$ cat config.mk
export PLATFORM = sky130hd
export DESIGN_NAME = pt_updown_counter_flat
export DESIGN_NICKNAME = d
export VERILOG_FILES = /design/src/rtl/pt_updown_counter_pkg.sv /design/src/rtl/pt_updown_counter_if.sv /design/src/rtl/pt_toggle_slice.sv /design/src/rtl/pt_updown_counter.sv /design/src/flat_wrapper.sv
export SDC_FILE = /design/constraint.sdc
export NUM_CORES = 1
export LEC_CHECK = 0
export ABC_AREA = 1
export CORE_ASPECT_RATIO = 0.9
export CORE_UTILIZATION = 42
export DETAILED_ROUTE_END_ITERATION = 10
export PLACE_DENSITY = 0.78
export SLEW_MARGIN = 20
export SYNTH_ARGS = -nofsm -noshare
export SYNTH_HDL_FRONTEND = slang
export SYNTH_SLANG_ARGS = --single-unit
export TNS_END_PERCENT = 10
$ cat constraint.sdc
create_clock -name CLK -period 3.81 [get_ports CLK]
set_input_delay 0.5715 -clock CLK [delete_from_list [all_inputs] [get_ports CLK]]
set_output_delay 0.5715 -clock CLK [all_outputs]
set_load 0.05 [all_outputs]
$ cat src/rtl/pt_updown_counter_pkg.sv
// rtl/pt_updown_counter_pkg.sv - shared direction encoding and MAX default helper for the up/down counter
package pt_updown_counter_pkg;

    localparam logic DIR_UP   = 1'b1;
    localparam logic DIR_DOWN = 1'b0;

    function automatic int max_default(input int width);
        return (1 << width) - 1;
    endfunction

endpackage

$ cat src/rtl/pt_updown_counter_if.sv
// rtl/pt_updown_counter_if.sv - control/data bundle of the up/down counter macro
interface pt_updown_counter_if #(
    parameter int WIDTH = 8
);
    logic             CE;
    logic             CI;
    logic             LOAD;
    logic             UP;
    logic [WIDTH-1:0] D;
    logic [WIDTH-1:0] Q;
    logic             TC;
    logic             CO;

    modport master (output CE, CI, LOAD, UP, D, input Q, TC, CO);
    modport slave  (input CE, CI, LOAD, UP, D, output Q, TC, CO);
endinterface

$ cat src/rtl/pt_toggle_slice.sv
// rtl/pt_toggle_slice.sv - one-bit toggle register with synchronous reset and load
module pt_toggle_slice (
    input  logic CLK,
    input  logic RST,
    input  logic LD,
    input  logic DV,
    input  logic T,
    input  logic EN,
    output logic Q
);

    always_ff @(posedge CLK) begin
        if (RST)
            Q <= 1'b0;
        else if (LD)
            Q <= DV;
        else if (T && EN)
            Q <= ~Q;
    end

endmodule

$ cat src/rtl/pt_updown_counter.sv
// rtl/pt_updown_counter.sv - loadable cascadable up/down counter built from toggle slices
module pt_updown_counter
    import pt_updown_counter_pkg::*;
#(
    parameter int WIDTH = 8,
    parameter int MAX   = max_default(WIDTH)
) (
    input  logic                CLK,
    input  logic                RST,
    pt_updown_counter_if.slave  bus
);

    localparam logic [WIDTH-1:0] MAX_Q = MAX[WIDTH-1:0];

    logic [WIDTH-1:0] q;
    logic [WIDTH-1:0] t;
    logic [WIDTH-1:0] dv;
    logic             up;
    logic             count;
    logic             run;
    logic             wrap_ld;
    logic             ld;

    always_comb begin
        up    = (bus.UP == DIR_UP);
        count = bus.CE & bus.CI;
        // Each bit toggles when every lower bit sits at its wrap-boundary value
        run   = 1'b1;
        t     = '0;
        for (int i = 0; i < WIDTH; i++) begin
            t[i] = run;
            run  = run & (up ? q[i] : ~q[i]);
        end
        // Modulus wrap (and recovery from an out-of-range load) reuses the load mux
        wrap_ld = count & (up ? (q >= MAX_Q) : (q == '0));
        ld      = bus.LOAD | wrap_ld;
        dv      = bus.LOAD ? bus.D : (up ? '0 : MAX_Q);
    end

    for (genvar i = 0; i < WIDTH; i++) begin : g_slice
        pt_toggle_slice u_slice (
            .CLK (CLK),
            .RST (RST),
            .LD  (ld),
            .DV  (dv[i]),
            .T   (t[i]),
            .EN  (count),
            .Q   (q[i])
        );
    end

    assign bus.Q  = q;
    assign bus.TC = up ? (q == MAX_Q) : (q == '0);
    assign bus.CO = bus.TC & count;

endmodule

$ cat src/flat_wrapper.sv
// flat-port wrapper written by rule: the top's interface ports become plain ports
module pt_updown_counter_flat import pt_updown_counter_pkg::*;
#(
    parameter int WIDTH = 8,
    parameter int MAX   = max_default(WIDTH)
)
  (CLK, RST, bus_CE, bus_CI, bus_LOAD, bus_UP, bus_D, bus_Q, bus_TC, bus_CO);
  pt_updown_counter_if #(.WIDTH(WIDTH)) bus_i ();
  input  logic CLK;
  input  logic RST;
  input wire logic [$bits(bus_i.CE)-1:0] bus_CE;
  input wire logic [$bits(bus_i.CI)-1:0] bus_CI;
  input wire logic [$bits(bus_i.LOAD)-1:0] bus_LOAD;
  input wire logic [$bits(bus_i.UP)-1:0] bus_UP;
  input wire logic [$bits(bus_i.D)-1:0] bus_D;
  output wire logic [$bits(bus_i.Q)-1:0] bus_Q;
  output wire logic [$bits(bus_i.TC)-1:0] bus_TC;
  output wire logic [$bits(bus_i.CO)-1:0] bus_CO;
  assign bus_i.CE = bus_CE;
  assign bus_i.CI = bus_CI;
  assign bus_i.LOAD = bus_LOAD;
  assign bus_i.UP = bus_UP;
  assign bus_i.D = bus_D;
  assign bus_Q = bus_i.Q;
  assign bus_TC = bus_i.TC;
  assign bus_CO = bus_i.CO;
  pt_updown_counter #(.WIDTH(WIDTH), .MAX(MAX)) u_core (.CLK(CLK), .RST(RST), .bus(bus_i));
endmodule
Word level (Yosys, flattened, before mapping):

Index checks and enable logic that the tools add are counted.

* shifts and indexed selects: 0
* reductions and logical operators: 16
* equality and inequality tests: 1
* $add $sub $neg: 0
* muxes and demuxes: 27
* $mul: 0
* divide/modulo/power cells: 0
* $lt $le $gt $ge: 1
* bitwise logic cells: 18

Operators by type and width (number)
* two-way mux 1 bit: 25
* two-way mux 8 bit: 2
* nonzero test 2 bit: 8
* bitwise AND 1 bit: 9
* == test 8 bit (second input constant): 1
* >= comparator 8 bit (second input constant): 1
* logical NOT 8 bit: 1
* NOT 1 bit: 8
* logical AND 1 bit: 7
* OR 1 bit: 1

* logic and storage cells: 71
* bits in latches: 0
* memory bits (writable): 0
* memories: 0
* input bits: 14
* ROM bits: 0
* register bits: 8
* output and inout port bits: 10

Longest topological paths before layout:

Gate-level depths: netlist (run 1).

* depth after elaboration: 11
* gate-level depth with buffers: 11
* gate-level depth less buffers: 10

Cells and area by module:

A second synthesis (run 1) with hierarchy kept.

* cells, all modules: 138
* area, all modules: 785.8 µm²

Modules (own cells, without submodules)
* pt_toggle_slice: area each 60.1 µm², cells an instance 9, times used 8, sequential area each 20.0 µm²
* pt_updown_counter: area each 305.3 µm², cells an instance 66, times used 1, sequential area each 0.0 µm²

Worst setup path before layout (run 1):

No wires, ideal clock.

* path type: input to output
* start point: in bus_UP
* end point: out bus_CO
* setup slack: 1.562 ns
* stages: 8
* data required time: 3.239 ns
* buffers on the path: 1
* arrival time: 1.677 ns
* cell sequence: buf_6 -> nor2_2 -> nand2_2 -> inv_1 -> nand2_1 -> nand2_2 -> nand2_4 -> inv_1

* word-level cells in the longest chain between the ends: 2

Ends and longest elaborated chain
* start: declaration: line flat_wrapper.sv:14 `input wire logic [$bits(bus_i.UP)-1:0] bus_UP;`
* two-way mux 1 bit: line pt_updown_counter.sv:53 `assign bus.TC = up ? (q == MAX_Q) : (q == '0);`
* via bus_TC: line flat_wrapper.sv:17 `output wire logic [$bits(bus_i.TC)-1:0] bus_TC;`
* bitwise AND 1 bit: line pt_updown_counter.sv:54 `assign bus.CO = bus.TC & count;`
* end: declaration: line flat_wrapper.sv:18 `output wire logic [$bits(bus_i.CO)-1:0] bus_CO;`

The timed path passes the listed nets, and every way through them passes these cells.

Worst setup path after layout (run 1):

* start point: in bus_UP
* end point: out bus_CO

* word-level cells in the longest chain between the ends: 2

Ends and longest elaborated chain (line)
* two-way mux 1 bit: pt_updown_counter.sv:53
* bitwise AND 1 bit: pt_updown_counter.sv:54

No other way between the ends.

==> flow_metrics.py, run 1 <==
metrics = {
    "run_status": {
        "status": "completed",
    },
    "synth": {
        "syn_nets": 147,
        "async_flop_share_pct": 0,
        "synth_top_area_share_pct": 18.7,
        "ys.flop_type": "dfxtp_1",
        "yosysSeqAreaShare_pct": 18.7,
        "synth_edf_count": 0,
        "synth_area_leaders": "dfxtp_1 19%, nand2_1 17%, inv_1 7.5%",
        "post-synth-top-count-cell": "nand2_1",
        "synth-seq-cells": 8,
        "synth_cell_types": 27,
        "avgSynthCellArea_um2": 6.43,
        "synth_top_area_cell": "dfxtp_1",
        "netlist_instances": 133,
        "syn_area_um2": 855,
        "synth_commonest_cells": "39 x nand2_1, 17 x inv_1, 11 x nor2_1, 9 x nand3_1",
        "yosysWarnings": 0,
    },
    "layout": {
        "largest_reg_flops": 8,
        "reg_top3": "u_core.g_slice.u_slice.Q: 8 flops",
        "stdcell_area_um2": 1060,
        "syn_to_final_growth_pct": 24.3,
        "largest-register": "u_core.g_slice.u_slice.Q",
        "n_antenna_cell": 0,
        "drive_above_1_share_pct": 18.8,
        "fillers": 197,
        "layout.nets": 165,
    },
    "die": {
        "start_util_pct": 44.6,
        "die_area_um2": 2220,
        "coreArea_um2": 1910,
        "ioPinCount": 24,
        "std_cell_rows": 15,
        "die_h_um": 44.8,
        "fp.dieW_um": 49.5,
    },
    "pwr": {
        "p_comb_share_pct": 41.9,
        "p_sw_uw": 110,
        "ir_drop_v": 0.000152,
        "clockPowerShare_pct": 22.3,
        "power_per_cell_area_nw_per_um2": 266,
        "swShare_pct": 38.9,
        "leakage_uw": 0.000542,
        "power_frac_seq_pct": 35.8,
        "internal-power_uw": 172,
    },
    "setup_path": {
        "critPathBufInv": 4,
        "cp.depth": 8,
        "cpMaxStageDelayCell": "clkdlybuf4s50_1",
        "startpoint_type": "input pin",
        "critPathKind": "in -> out",
        "worst-path-max-fanout": 9,
        "worstRegToRegCells": 10,
        "worstPathRequired_ps": 3240,
        "max_stage_delay_ps": 790,
        "crit_family": "buffers and inverters",
        "setup.worst_path.end_class": "output pin",
        "cp_cell_sequence": "clkdlybuf4s50_1, nand3_2, inv_1, nand3b_1, nand2_2, nand2_4, inv_1, clkdlybuf4s50_1",
        "cp_data_arrival_time_ps": 2660,
    },
    "timing": {
        "worst_slew_pin_slew_ps": 500,
        "fmax_mhz": 310,
        "period_minus_slack_ps": 3230,
        "tns_ps": 0,
        "setup_viol": 0,
        "finalCritPeriodShare_pct": 84.7,
        "drv_slew": 0,
        "hold_viol": 0,
        "relSlewSlack_pct": 66.5,
        "rsz0062_at_grt": "false",
        "skew_ps": 3.38,
    },
    "drt": {
        "avgRoutedWirePerCell_um": 9.95,
        "drc": 0,
        "antenna_left": 0,
        "vias": 792,
        "via_per_inst": 4.55,
        "dr.pass1.iters": 4,
        "drt_iter0_markers": 22,
        "routed_wl_um": 1730,
    },
    "placed_design": {
        "hpwl_um": 1430,
        "gp_congestion": 0.916,
        "place_area_um2": 1040,
        "portBuffers": 23,
    },
    "cts": {
        "path_clk_slew_ps": 50,
        "worst_skew_pair.late_latency_ps": 250,
        "clockBufferDepth": 2,
        "post_cts_resized": 0,
        "cts_tree": "yes",
        "htree_levels": 1,
        "cts_buffers": 3,
        "hold_buffers": 0,
        "cts_setup_buffers": 0,
        "root_buffer": "clkbuf_4",
        "clock-sinks": 8,
    },
    "global_routing": {
        "overflow": 0,
        "grt_max_degree": 10,
        "grt_pass1_vias": 654,
        "antenna_found_initial": 0,
        "grt_pass1_wl_um": 2890,
        "track_usage_pct": 16.8,
    },
    "job": {
        "maxCapViolations": 0,
    },
    "min_path": {
        "hold_path_depth": 3,
        "hold_path.class": "reg -> reg",
    },
}
## worst paths after layout
check | start | to | slack, ps
worst max-delay path | bus_UP | bus_CO | 580
worst min-delay path | u_core.g_slice[7].u_slice.Q | u_core.g_slice[7].u_slice.Q | 630
worst max register to register | u_core.g_slice[0].u_slice.Q | u_core.g_slice[6].u_slice.Q | 2410
worst min register to register | u_core.g_slice[7].u_slice.Q | u_core.g_slice[7].u_slice.Q | 630
## per-layer routing
metal | global-route usage [%] | part of all wire (%) | up-vias
li1 | - | - | 436
met1 | 24.1 | 48 | 339
met2 | 25.9 | 48 | 15
met3 | 0 | 2.7 | 2
met4 | 9.14 | 1.4 | 0
met5 | 0 | 0 | -
## cells by family (layout without fill, tap and decap cells)
logic type | Yosys count | count (layout) | synth area share, %
AO/OA/AOI/OAI | 11 | 11 | 8.49
flip-flops | 8 | 8 | 18.7
XOR/XNOR | 4 | 4 | 4.98
AND/OR/NAND/NOR | 78 | 78 | 48.3
buffers and inverters | 32 | 48 | 19.5
## power by group through the flow
stage	Clock (uW)	Sequential (uW)	Combinational [uW]
after floorplan	0	99.7	92.9
after global routing	68.6	102	129
final	62.9	101	118
after global placement	0	102	117
after CTS	65.5	101	119
after detailed placement	0	102	118
## cells in the final DEF, fill, tap and decap left out, types with 2 or more instances in the layout
cell type / instances
nor2_1: 11
a21oi_1: 5
xnor2_1: 2
dfxtp_1: 8
inv_1: 17
clkbuf_4: 3
nand4_1: 2
nand3b_1: 2
clkdlybuf4s50_1: 23
nor2_2: 2
nand2_2: 4
nand3_1: 9
nand2_1: 39
inv_2: 4
nand3_2: 4
a21oi_2: 3
nand2_4: 2
## metrics by stage
step                      setup WS (ps)  utilization [%]  std cells  hold WS (ps)  total power, uW
after global placement              629             54.3        171           601              219
after global routing                433             55.5        174           667              299
final                               582             55.5        174           627              282
after detailed placement            579             54.3        171           616              221
after CTS                           575             55.5        174           626              285
after floorplan                    1560                -        133           552              193
## worst reg2reg max path: cells and delay by family (launching register included)
kind	cells	cell delay, ps
and+or+nand+nor	9	790
DFF	1	370
AOI/OAI and AO/OA	1	120
## layout make-up
class	count	area, um^2	share of cell area [%]
well taps	25	31.3	2.94
repair buffers	23	230	21.7
inverters	22	90.1	8.48
clock buffers	3	22.5	2.12
flip-flops and latches	8	160	15.1
multi-input cells	93	528	49.7
Note: power is estimated with default switching activity, not from simulation.
==> inputs of run 2 (changes only) <==
--- a/config.mk
+++ b/config.mk
@@ -9,7 +9,7 @@
 export CORE_ASPECT_RATIO = 0.9
 export CORE_UTILIZATION = 42
 export DETAILED_ROUTE_END_ITERATION = 10
-export PLACE_DENSITY = 0.78
+export PLACE_DENSITY = 0.8
 export SLEW_MARGIN = 20
 export SYNTH_ARGS = -nofsm -noshare
 export SYNTH_HDL_FRONTEND = slang
==> constraint.sdc (replaced) <==
create_clock -name CLK -period 2.8 [get_ports CLK]
set_input_delay 0.42 -clock CLK [delete_from_list [all_inputs] [get_ports CLK]]
set_output_delay 0.42 -clock CLK [all_outputs]
set_load 0.05 [all_outputs]
==> flow_metrics.py, run 2 (synthesized netlist as in run 1, its figures left out) <==
metrics = {
    "timing": {
        "fin_ws_ps": 650,
        "worst_slew_pin_slew_ps": 494,
        "relSlewSlack_pct": 67.0,
        "setup_viol": 0,
        "rsz0062_at_grt": "false",
        "timing.hold.ws_ps": 599,
        "fmax_mhz": 465,
        "skew_ps": 1.32,
        "finalCritPeriodShare_pct": 76.8,
        "drv_slew": 0,
        "hold_viol": 0,
        "tns_ps": 0,
        "period_minus_slack_ps": 2150,
    },
    "global_routing": {
        "antenna_found_initial": 0,
        "grt_pass1_wl_um": 2990,
        "grt_pass1_vias": 705,
        "overflow": 0,
        "grt_max_degree": 10,
        "track_usage_pct": 18.4,
    },
    "placed_design": {
        "hpwl_um": 1560,
        "gp_congestion": 0.931,
        "portBuffers": 23,
        "place_ws_ps": 634,
    },
    "layout": {
        "n_antenna_cell": 0,
        "largest_reg_flops": 8,
        "mostFrequentLayoutCell": "nand2_1",
        "reg_top3": "u_core.g_slice.u_slice.Q: 8 flops",
        "layout_common_cells": "39 x nand2_1, 21 x clkdlybuf4s50_1, 17 x inv_1, 11 x nor2_1, 9 x nand3_1",
        "final_util_pct": 56.9,
        "largest-register": "u_core.g_slice.u_slice.Q",
        "multi_input_area_um2": 528,
        "syn_to_final_growth_pct": 27.5,
        "layout.nets": 166,
        "drive_above_1_share_pct": 20.7,
        "regArea_um2": 160,
        "fillers": 196,
    },
    "drt": {
        "dr.pass1.iters": 4,
        "drc": 0,
        "antenna_left": 0,
        "vias": 833,
        "drt_iter0_markers": 12,
        "avgRoutedWirePerCell_um": 10.7,
        "via_per_inst": 4.76,
        "routed_wl_um": 1870,
    },
    "die": {
        "die_area_um2": 2220,
        "start_util_pct": 44.6,
        "fp.dieW_um": 49.5,
        "ioPinCount": 24,
        "std_cell_rows": 15,
        "coreArea_um2": 1910,
        "die_h_um": 44.8,
    },
    "setup_path": {
        "cp_data_arrival_time_ps": 1730,
        "worst-path-max-fanout": 4,
        "worstRegToRegCells": 9,
        "critPathKind": "in -> out",
        "setup.worst_path.end_class": "output pin",
        "worstPathRequired_ps": 2380,
        "startpoint_type": "input pin",
    },
    "cts": {
        "cts_buffers": 3,
        "htree_levels": 1,
        "clockBufferDepth": 2,
        "worst_skew_pair.late_latency_ps": 250,
        "cts_setup_buffers": 0,
        "post_cts_resized": 0,
        "path_clk_slew_ps": 50,
        "hold_buffers": 0,
        "root_buffer": "clkbuf_4",
        "clock-sinks": 8,
        "cts_tree": "yes",
    },
    "run_status": {
        "status": "completed",
    },
    "pwr": {
        "leakage_uw": 0.000556,
        "power_per_cell_area_nw_per_um2": 362,
        "ir_drop_v": 0.000227,
    },
    "min_path": {
        "hold_path.class": "reg -> reg",
        "hold_path_depth": 3,
    },
    "job": {
        "maxCapViolations": 0,
    },
}
## run 2: critical path: stages
cell and delay (ps):
clkdlybuf4s50_1 550, nand3_2 130, inv_1 80, nand3b_1 90, nand2_2 130, nand2_4 90, inv_1 110, buf_12 140
## run 2: area by class of cell
type | instances | share of cell area [%]
clock buffers | 3 | 2.07
multi-input cells | 93 | 48.4
repair buffers | 24 | 23.7
flip-flops and latches | 8 | 14.7
inverters | 22 | 8.27
well taps | 25 | 2.87
## run 2: report_power, final
group	leakage (uW)	internal [uW]	total [uW]	switching, uW
sequential	0.0000662	123	137	14.8
clock	0.0000138	49.1	88.4	39.3
combinational	0.000476	67.1	168	101
## run 2: through the flow
step	power (uW)	instances	area, um^2
after detailed placement	307	172	1070
after CTS	395	175	1090
after global routing	416	175	1090
final	394	175	1090
after floorplan	262	133	855
after global placement	302	172	1070
## run 2: path summary, 6_finish.rpt
path / slack, ps / to / start
max reg2reg: 1370 / u_core.g_slice[4].u_slice.Q / u_core.g_slice[4].u_slice.Q
max: 650 / bus_CO / bus_UP
min: 600 / u_core.g_slice[7].u_slice.Q / u_core.g_slice[7].u_slice.Q
min reg2reg: 600 / u_core.g_slice[7].u_slice.Q / u_core.g_slice[7].u_slice.Q
## run 2: metal layers
layer / GRT usage [%] / share of wire, % / vias up
met2: 30.0 / 47 / 36
met4: 12.0 / 2.8 / 0
met5: 0 / 0 / -
met3: 3.37 / 7.1 / 7
met1: 22.6 / 43 / 355
li1: - / - / 435
==> inputs of run 3 (changes only) <==
--- a/config.mk
+++ b/config.mk
@@ -9,7 +9,7 @@
 export CORE_ASPECT_RATIO = 0.9
 export CORE_UTILIZATION = 42
 export DETAILED_ROUTE_END_ITERATION = 10
-export PLACE_DENSITY = 0.8
+export PLACE_DENSITY = 0.78
 export SLEW_MARGIN = 20
 export SYNTH_ARGS = -nofsm -noshare
 export SYNTH_HDL_FRONTEND = slang
==> constraint.sdc (replaced) <==
create_clock -name CLK -period 2.2 [get_ports CLK]
set_input_delay 0.33 -clock CLK [delete_from_list [all_inputs] [get_ports CLK]]
set_output_delay 0.33 -clock CLK [all_outputs]
set_load 0.05 [all_outputs]
==> flow_metrics.py, run 3 (synthesized netlist as in run 1, its figures left out) <==
metrics = {
    "min_path": {
        "hold_path.class": "reg -> reg",
        "hold_path_depth": 3,
    },
    "setup_path": {
        "startpoint_type": "input pin",
        "critPathKind": "in -> out",
        "worstPathRequired_ps": 1870,
        "cp_data_arrival_time_ps": 1680,
        "cp_cell_sequence": "clkdlybuf4s50_1, nand3_2, inv_1, nand3b_1, nand2_2, nand2_4, inv_1, buf_12",
        "max_stage_delay_ps": 560,
        "crit_family": "buffers and inverters",
        "cp.depth": 8,
        "worstRegToRegCells": 9,
        "worst-path-max-fanout": 4,
        "setup.worst_path.end_class": "output pin",
        "crit_top_cell": "inv_1",
        "critPathBufInv": 4,
        "cpMaxStageDelayCell": "clkdlybuf4s50_1",
    },
    "run_status": {
        "status": "completed",
    },
    "cts": {
        "cts_setup_buffers": 0,
        "post_cts_resized": 0,
        "clockBufferDepth": 2,
        "path_clk_slew_ps": 60,
        "clock-sinks": 8,
        "root_buffer": "clkbuf_4",
        "cts_buffers": 3,
        "worst_skew_pair.late_latency_ps": 260,
        "htree_levels": 1,
        "hold_buffers": 0,
        "cts_tree": "yes",
    },
    "pwr": {
        "leakage_uw": 0.000561,
        "power_per_cell_area_nw_per_um2": 456,
        "ir_drop_v": 0.000240,
    },
    "die": {
        "fp.dieW_um": 49.5,
        "coreArea_um2": 1910,
        "die_h_um": 44.8,
        "ioPinCount": 24,
        "start_util_pct": 44.6,
        "die_area_um2": 2220,
        "std_cell_rows": 15,
    },
    "timing": {
        "drv_slew": 0,
        "setup_viol": 0,
        "tns_ps": 0,
        "fmax_mhz": 496,
        "hold_viol": 0,
        "rsz0062_at_grt": "false",
        "relSlewSlack_pct": 66.9,
        "period_minus_slack_ps": 2010,
        "worst_slew_pin_slew_ps": 495,
        "skew_ps": 5.84,
        "finalCritPeriodShare_pct": 91.6,
    },
    "drt": {
        "antenna_left": 0,
        "routed_wl_um": 1810,
        "dr.pass1.iters": 4,
        "vias": 820,
        "avgRoutedWirePerCell_um": 10.3,
        "via_per_inst": 4.66,
        "drt_iter0_markers": 21,
        "drc": 0,
    },
    "placed_design": {
        "hpwl_um": 1510,
        "portBuffers": 23,
        "gp_congestion": 0.879,
    },
    "global_routing": {
        "track_usage_pct": 19.0,
        "overflow": 0,
        "grt_pass1_wl_um": 3190,
        "grt_max_degree": 9,
        "grt_pass1_vias": 767,
        "antenna_found_initial": 0,
    },
    "layout": {
        "layout_common_cells": "39 x nand2_1, 21 x clkdlybuf4s50_1, 17 x inv_1, 11 x nor2_1, 9 x nand3_1",
        "layout.nets": 167,
        "largest-register": "u_core.g_slice.u_slice.Q",
        "syn_to_final_growth_pct": 28.4,
        "mostFrequentLayoutCell": "nand2_1",
        "final_util_pct": 57.3,
        "reg_top3": "u_core.g_slice.u_slice.Q: 8 flops",
        "n_antenna_cell": 0,
        "largest_reg_flops": 8,
        "drive_above_1_share_pct": 21.2,
    },
    "job": {
        "maxCapViolations": 0,
    },
}
==> run 3: changes by cell type in the layout (fill, tap and decap cells not counted) <==
| cell | delta |
|---|---|
| buf_4 | +1 |
==> run 3: worst register-to-register path, stage by stage, from the launching register on <==
cell	delay (ps)
dfxtp_1	460
nand3_2	160
inv_1	90
nand3b_1	80
nand2_2	130
nand2_4	90
nand2_8	90
inv_8	50
a21oi_2	110
nor2_1	40
==> run 3: worst paths after layout <==
| path | end | from | slack (ps) |
|---|---|---|---|
| worst max-delay path | bus_CO | bus_UP | 190 |
| worst min register to register | u_core.g_slice[7].u_slice.Q | u_core.g_slice[7].u_slice.Q | 620 |
| worst min-delay path | u_core.g_slice[7].u_slice.Q | u_core.g_slice[7].u_slice.Q | 620 |
| worst max register to register | u_core.g_slice[4].u_slice.Q | u_core.g_slice[0].u_slice.Q | 760 |
==> run 3: metrics by stage <==
step / instance area [um^2] / setup slack (ps) / power [uW] / hold WS [ps] / std cells
after detailed placement: 1070 / 175 / 391 / 602 / 173
final: 1100 / 186 / 500 / 616 / 176
after CTS: 1100 / 177 / 504 / 611 / 176
after global routing: 1100 / 124 / 531 / 704 / 176
after floorplan: 855 / 435 / 334 / 399 / 133
after global placement: 1070 / 235 / 386 / 603 / 173
==> run 3: per-layer routing <==
metal	global-route usage [%]	routed length [um]	vias to the layer above
met4	12.0	46	0
met2	33.2	869	20
met5	0	0	-
met1	22.6	828	358
li1	-	-	437
met3	2.02	61	5
==> run 3: area by class of cell <==
| type | count | area (um^2) |
|---|---|---|
| fillers | 183 | 817 |
| clock buffers | 3 | 22.5 |
| well taps | 25 | 31.3 |
| flip-flops and latches | 8 | 160 |
| repair buffers | 25 | 265 |
| inverters | 22 | 90.1 |
| multi-input cells | 93 | 528 |
==> run 3: power breakdown <==
group	internal (uW)	total, uW	leakage (uW)	switching, uW
clock network	62.4	112	0.0000138	49.7
logic	86.7	214	0.000481	127
registers	156	174	0.0000662	18.3
